===== src/rtl/andor_apb_timer_slave.sv =====
// APB3 responder on the MSS fabric-master port: down-counting timer (one-shot or
// auto-reload), scratch register and read-only ID register, with a level interrupt.
//
// Ports:
//   FAB_CLK      fabric clock, all state on the rising edge
//   M2FRESETn    asynchronous active-low reset
//   MSSPADDR     APB address, bits [4:0] decoded
//   MSSPSEL      APB select
//   MSSPENABLE   APB enable (access phase)
//   MSSPWRITE    1 = write, 0 = read
//   MSSPWDATA    APB write data
//   MSSPRDATA    APB read data, combinational during the access phase
//   MSSPREADY    APB ready after WAIT_STATES extra access cycles
//   MSSPSLVERR   APB slave error, completion cycle only
//   FABINT       registered STATUS.IRQ & CTRL.IE
//
// Register map: 0x00 CTRL {AR,IE,EN}, 0x04 LOAD, 0x08 VALUE (RO),
//               0x0C STATUS bit0 IRQ (W1C), 0x10 SCRATCH, 0x14 ID (RO).
module andor_apb_timer_slave #(
  parameter int unsigned WAIT_STATES = 0,
  parameter logic [31:0] ID_VALUE    = 32'hA0D0_0001
) (
  input  logic        FAB_CLK,
  input  logic        M2FRESETn,
  input  logic [31:0] MSSPADDR,
  input  logic        MSSPSEL,
  input  logic        MSSPENABLE,
  input  logic        MSSPWRITE,
  input  logic [31:0] MSSPWDATA,
  output logic [31:0] MSSPRDATA,
  output logic        MSSPREADY,
  output logic        MSSPSLVERR,
  output logic        FABINT
);

  localparam logic [2:0] WaitLimit  = WAIT_STATES[2:0];
  localparam logic [2:0] IdxCtrl    = 3'd0;
  localparam logic [2:0] IdxLoad    = 3'd1;
  localparam logic [2:0] IdxValue   = 3'd2;
  localparam logic [2:0] IdxStatus  = 3'd3;
  localparam logic [2:0] IdxScratch = 3'd4;
  localparam logic [2:0] IdxId      = 3'd5;

  logic [2:0]  ctrl_q, ctrl_d;
  logic [31:0] load_q, load_d;
  logic [31:0] value_q, value_d;
  logic        irq_q, irq_d;
  logic [31:0] scratch_q, scratch_d;
  logic [2:0]  wcnt_q, wcnt_d;
  logic        fabint_q;

  logic       access;
  logic       ready;
  logic       bad_addr;
  logic       err;
  logic       wr_en;
  logic       irq_set;
  logic [2:0] idx;
  logic       unused_addr;

  assign unused_addr = ^MSSPADDR[31:5];

  // Reset gating keeps READY and RDATA low combinationally while reset is held.
  assign access   = MSSPSEL & MSSPENABLE & M2FRESETn;
  assign ready    = access & (wcnt_q == WaitLimit);
  assign idx      = MSSPADDR[4:2];
  assign bad_addr = (MSSPADDR[1:0] != 2'b00) | (idx > IdxId);
  assign err      = bad_addr | (MSSPWRITE & ((idx == IdxValue) | (idx == IdxId)));
  assign wr_en    = ready & MSSPWRITE & ~err;
  assign wcnt_d   = (access & ~ready) ? wcnt_q + 3'd1 : 3'd0;

  assign MSSPREADY  = ready;
  assign MSSPSLVERR = ready & err;
  assign FABINT     = fabint_q;

  always_comb begin
    MSSPRDATA = 32'd0;
    if (access & ~err) begin
      case (idx)
        IdxCtrl:    MSSPRDATA = {29'd0, ctrl_q};
        IdxLoad:    MSSPRDATA = load_q;
        IdxValue:   MSSPRDATA = value_q;
        IdxStatus:  MSSPRDATA = {31'd0, irq_q};
        IdxScratch: MSSPRDATA = scratch_q;
        IdxId:      MSSPRDATA = ID_VALUE;
        default:    MSSPRDATA = 32'd0;
      endcase
    end
  end

  // Timer first, APB write second so a write overrides the timer's update;
  // the IRQ set is applied last so it beats a same-cycle W1C.
  always_comb begin
    ctrl_d    = ctrl_q;
    load_d    = load_q;
    value_d   = value_q;
    irq_d     = irq_q;
    scratch_d = scratch_q;
    irq_set   = 1'b0;

    if (ctrl_q[0]) begin
      if (value_q != 32'd0) begin
        value_d = value_q - 32'd1;
      end else begin
        irq_set = 1'b1;
        if (ctrl_q[2]) begin
          value_d = load_q;
        end else begin
          ctrl_d[0] = 1'b0;
        end
      end
    end

    if (wr_en) begin
      case (idx)
        IdxCtrl:    ctrl_d = MSSPWDATA[2:0];
        IdxLoad: begin
          load_d  = MSSPWDATA;
          value_d = MSSPWDATA;
        end
        IdxStatus:  if (MSSPWDATA[0]) irq_d = 1'b0;
        IdxScratch: scratch_d = MSSPWDATA;
        default:    ;
      endcase
    end

    if (irq_set) irq_d = 1'b1;
  end

  always_ff @(posedge FAB_CLK or negedge M2FRESETn) begin
    if (!M2FRESETn) begin
      ctrl_q    <= 3'd0;
      load_q    <= 32'd0;
      value_q   <= 32'd0;
      irq_q     <= 1'b0;
      scratch_q <= 32'd0;
      wcnt_q    <= 3'd0;
      fabint_q  <= 1'b0;
    end else begin
      ctrl_q    <= ctrl_d;
      load_q    <= load_d;
      value_q   <= value_d;
      irq_q     <= irq_d;
      scratch_q <= scratch_d;
      wcnt_q    <= wcnt_d;
      fabint_q  <= irq_q & ctrl_q[1];
    end
  end

endmodule


===== config.mk =====
export PLATFORM = sky130hd
export DESIGN_NAME = andor_apb_timer_slave
export DESIGN_NICKNAME = d
export VERILOG_FILES = /design/src/rtl/andor_apb_timer_slave.sv
export SDC_FILE = /design/constraint.sdc
export NUM_CORES = 1
export LEC_CHECK = 0
export ABC_AREA = 1
export ABC_CLOCK_PERIOD_IN_PS = 2470
export CORE_UTILIZATION = 45
export DETAILED_ROUTE_END_ITERATION = 8
export DONT_BUFFER_PORTS = 1
export SLEW_MARGIN = 20
export SYNTH_ARGS = -nofsm -noshare
export SYNTH_HDL_FRONTEND = slang
export SYNTH_SLANG_ARGS = --single-unit

===== constraint.sdc =====
create_clock -name FAB_CLK -period 2.47 [get_ports FAB_CLK]
set_input_delay 0.741 -clock FAB_CLK [delete_from_list [all_inputs] [get_ports FAB_CLK]]
set_output_delay 0.741 -clock FAB_CLK [all_outputs]
set_load 0.005 [all_outputs]

## Word-level counts from Yosys, hierarchy flattened

Index checks and enable logic that the tools add are counted.

| cells by class | value |
|---|---|
| add/sub/neg operators | 2 |
| magnitude comparators | 1 |
| eq/ne operators | 5 |
| multiplexer cells | 19 |
| bitwise operators | 15 |
| reductions and logical operators | 11 |

Operator list:

| operator | count |
|---|---|
| 2-to-1 mux 32 bit | 6 |
| one-hot mux 32 bit (6 select lines) | 1 |
| nonzero test 32 bit | 1 |
| subtractor 32 x 1 -> 32 bit (second input constant) | 1 |
| 2-to-1 mux 1 bit | 11 |
| AND 1 bit | 10 |
| nonzero test 2 bit | 4 |
| equality test 3 x 2 -> 1 bit (second input constant) | 2 |
| equality test 3 bit (second input constant) | 2 |
| logical NOT 3 bit | 2 |
| AND reduction 2 bit | 3 |
| adder 3 x 1 -> 3 bit (second input constant) | 1 |
| equality test 3 x 1 -> 1 bit (second input constant) | 1 |
| greater-than comparator 3 bit (second input constant) | 1 |
| 2-to-1 mux 3 bit | 1 |
| bitwise OR 1 bit | 3 |
| AND reduction 3 bit | 1 |
| NOT 1 bit | 2 |

| word-level totals | value |
|---|---|
| bits in registers | 104 |
| input bits | 69 |
| output and inout port bits | 35 |
| logic and storage cells | 61 |

## Logic depth before layout (Yosys ltp)

| logic depth | value |
|---|---|
| word-level depth | 8 |
| depth in mapped cells | 14 |
| mapped depth without buffers | 13 |

## Worst setup path before layout

OpenSTA, ideal clock, no wires.

| timing path | value |
|---|---|
| path type | input to output |
| start | input MSSPADDR[4] |
| end | output MSSPRDATA[0] |
| data arrival time | 1.837 ns |
| data required time | 1.729 ns |
| path slack | -0.108 ns |
| cell stages on the path | 6 |
| path buffers | 2 |
| cells stage by stage | buf_4 inv_2 nor3_2 clkbuf_1 nand2_1 a41oi_1 |

| between the ends | value |
|---|---|
| cells in the longest elaborated chain, start to end | 7 |
| elaborated cells between the ends (all ways) | 15 |
| classes of those cells | 1 x order compare; 5 x eq/ne; 2 x mux; 6 x bitwise; 1 x reduce/logical |

RTL lines:

| what | line | text |
|---|---|---|
| start, declared | 25 | `input logic [31:0] MSSPADDR,` |
| parallel branches: the longest is 6 deep, another holds greater-than comparator 3 bit | -- |  |
| 2-to-1 mux 32 bit (*) | 78 | `if (access & ~err) begin` |
| end, declared | 30 | `output logic [31:0] MSSPRDATA,` |

Mark *: on every way between the ends.

## Worst setup path in the final report

| timing path | value |
|---|---|
| start | input MSSPADDR[2] |
| end | output MSSPRDATA[2] |

The elaborated chain is that of the path after synthesis.

==> flow_metrics.py <==
metrics = {
    "floorplan": {
        "fp.dieArea_mm2": 0.0153,
        "chipHeight_um": 124,
        "core_area_mm2": 0.0145,
        "die_w_um": 124,
        "ioPinCount": 104,
        "rows": 44,
        "floorplan.initialDensity_pct": 46.0,
    },
    "clock_network": {
        "clk_path_buf_depth": 2,
        "tritoncts": "yes",
        "number_of_hold_buffers_added_after_cts": 0,
        "root_cell_of_the_clock_tree": "sky130_fd_sc_hd__clkbuf_16",
        "tritoncts_buffers": 9,
        "clk_pin_slew_ns": 0.08,
        "insertion_delay_ns": 0.37,
        "cts.sinks": 104,
        "htreeDepth": 3,
    },
    "placed_design": {
        "post-dp-hpwl_mm": 15.3,
        "io_buffer_count": 0,
        "place_area_mm2": 0.00708,
        "gpl.final_weighted_congestion": 0.917,
    },
    "finish": {
        "layout.cells.most_common_list": "534 x sky130_fd_sc_hd__nand2_1, 104 x sky130_fd_sc_hd__dfrtp_1, 76 x sky130_fd_sc_hd__nor2_1",
        "final.fill_count": 1484,
        "area_growth_syn_to_layout_pct": 15.5,
        "seq_area_mm2": 0.00260,
        "fin_nets": 1128,
        "multi_input_area_mm2": 0.00382,
        "final_core_util_pct": 53.2,
        "layout.cell_area.non_filler_mm2": 0.00770,
        "antennaDiodeCount": 0,
        "drive_gt1_share_pct": 10.2,
        "final_common_cell": "sky130_fd_sc_hd__nand2_1",
    },
    "yosys": {
        "syn_area_mm2": 0.00666,
        "netlist-cell-type-count": 30,
        "netlist_instances": 1039,
        "synth_area_per_cell_um2": 6.41,
        "yosys_warnings": 0,
        "yosysSeqAreaShare_pct": 39.1,
        "syn_nets": 1112,
        "synth_seq_cells": 104,
    },
    "setup_path": {
        "path_cells": "inv_6 -> nor2_4 -> nand2_2 -> nand2_4 -> a21oi_4 -> nand2_4 -> buf_12 -> a41oi_2 -> buf_4",
        "critical_path_slowest_stage_cell": "sky130_fd_sc_hd__buf_12",
        "worst-endpoint-arrival_ns": 1.67,
        "kind_of_end_point_of_the_critical_path": "primary output",
        "critical_path_peak_fanout": 8,
        "slowest_delay_ns": 0.16,
        "path_buf_inv": 3,
        "cell_family_contributing_the_most_delay_on_the_critical_path": "buffers and inverters",
        "worst_setup_path_start_kind": "primary input",
        "worst_path_most_repeated_cell": "sky130_fd_sc_hd__nand2_4",
        "worstSetupPathType": "primary input to primary output",
        "cp_data_required_time_ns": 1.73,
    },
    "timing": {
        "fin_crit_ns": 2.41,
        "hold_viol_final": 0,
        "timing.final.setup_violations": 0,
        "final.setup.tns_ns": 0,
        "tightest_slew_ns": 0.758,
        "fin_hold_ws_ns": 0.0631,
        "fin_worst_skew_ns": 0.0108,
        "maxSlewHeadroom_pct": 49.4,
        "grt_setup_unrepaired": "false",
        "fmax_mhz": 415,
        "final.period_utilization_pct": 97.6,
        "timing.final.max_slew_violations": 0,
    },
    "drt": {
        "routed_wire_length_per_instance_um": 17.8,
        "drc_errors": 0,
        "avgViaCountPerCell": 5.43,
        "firstDrtPassIters": 5,
        "first_iter_violations": 546,
        "detailroute.via_count": 6761,
        "ant_nets": 0,
        "routed_wl_mm": 22.1,
    },
    "pwr": {
        "worst_ir_drop_vdd_mv": 0.425,
        "pwr_cell_area_mw_per_mm2": 995,
        "p_leak_nw": 3.94,
    },
    "global_routing": {
        "first_pass_grt_wire_length_mm": 34.1,
        "grt_pass1_vias": 6151,
        "grt_start_max_net_pins": 106,
        "antenna_found_initial": 0,
        "gr-total-overflow": 0,
        "all_layer_gr_usage_pct": 30.1,
    },
    "hold_path": {
        "worst_hold_path_type": "primary input to async pin",
    },
    "job": {
        "cap_viol_max_count": 0,
    },
    "run_status": {
        "outcome": "finished, final reports clean",
    },
}
[routing by layer]
metal / part of all wire, % / vias to the layer above / global-route usage, %
met3: 8.8 / 30 / 6.32
met1: 46 / 3145 / 45.0
met5: 0 / - / 0
met4: 2.0 / 0 / 8.66
met2: 43 / 274 / 43.5
li1: - / 3312 / -
[stage by stage]
step	total power (W)	std cells	worst slack, ns
6_report	0.00766	1244	0.0589
5_1_grt	0.00828	1244	0.00811
4_1_cts	0.00760	1243	0.0133
3_5_place_dp	0.00611	1224	-0.121
3_3_place_gp	0.00609	1224	-0.118
2_1_floorplan	0.00503	1039	-0.0124
[sequential cells by signal, summed over array words and instances (netlist names)]
name and count:
load_q 32, scratch_q 32, value_q 32, ctrl_q 3, wcnt_q 3, FABINT 1, irq_q 1
[Yosys cell counts (all sizes together)]
library cell / instances / share of area [%]
a21oi: 15 / 1.2
a221oi: 4 / 0.53
a22oi: 1 / 0.11
a31oi: 30 / 2.8
a41oi: 3 / 0.39
buf: 25 / 2.6
clkbuf: 19 / 1.1
dfrtp: 104 / 39
ha: 4 / 0.75
inv: 64 / 3.6
nand2: 541 / 31
nand3: 74 / 5.7
nand4: 5 / 0.47
nor2: 86 / 5.6
nor3: 4 / 0.45
o21ai: 50 / 3.8
o21bai: 2 / 0.23
xnor2: 2 / 0.26
xor2: 6 / 0.79
[where the power goes]
| part | internal, W | switching (W) |
|---|---|---|
| clock | 0.000714 | 0.000759 |
| combinational | 0.00136 | 0.00268 |
| sequential | 0.00189 | 0.000256 |
[final cells by class]
class | instances | share of cell area [%]
Tap cell | 184 | 2.99
Timing Repair Buffer | 49 | 6.58
Clock buffer | 10 | 2.97
Clock inverter | 6 | 0.813
Sequential cell | 104 | 33.8
Inverter | 64 | 3.25
Multi-Input combinational cell | 827 | 49.6
[worst paths after layout]
kind	cells after the start	slack [ns]	endpoint	from
max	9	0.06	MSSPRDATA[2]	MSSPADDR[2]
min	0	0.06	wcnt_q[0]$_DFF_PN0_	M2FRESETn
max reg2reg	13	0.26	value_q[23]$_DFF_PN0_	value_q[0]$_DFF_PN0_
min reg2reg	1	0.47	wcnt_q[0]$_DFF_PN0_	wcnt_q[0]$_DFF_PN0_
max in group asynchronous	0	2.23	load_q[12]$_DFFE_PN0P_	M2FRESETn
min in group FAB_CLK	1	0.47	wcnt_q[0]$_DFF_PN0_	wcnt_q[0]$_DFF_PN0_
[repair_timing]
item / 4_1_cts / 5_1_grt
gates cloned: 1 / 2
hold endpoints to repair: 0 / 0
setup buffers: 2 / 0
pin swaps: 2 / 4
setup endpoints to repair: 10 / 24
resized for setup: 28 / 14
[logic make-up after synthesis]
logic type                 Yosys count  share of synthesized area [%]
adders and majority gates            4                          0.751
DFF                                104                           39.1
and+or+nand+nor                    710                           42.9
buffers and inverters              108                           7.27
AOI/OAI and AO/OA                  105                           9.01
xor gates and xnor gates             8                           1.05
(Power assumes the default switching activity.)
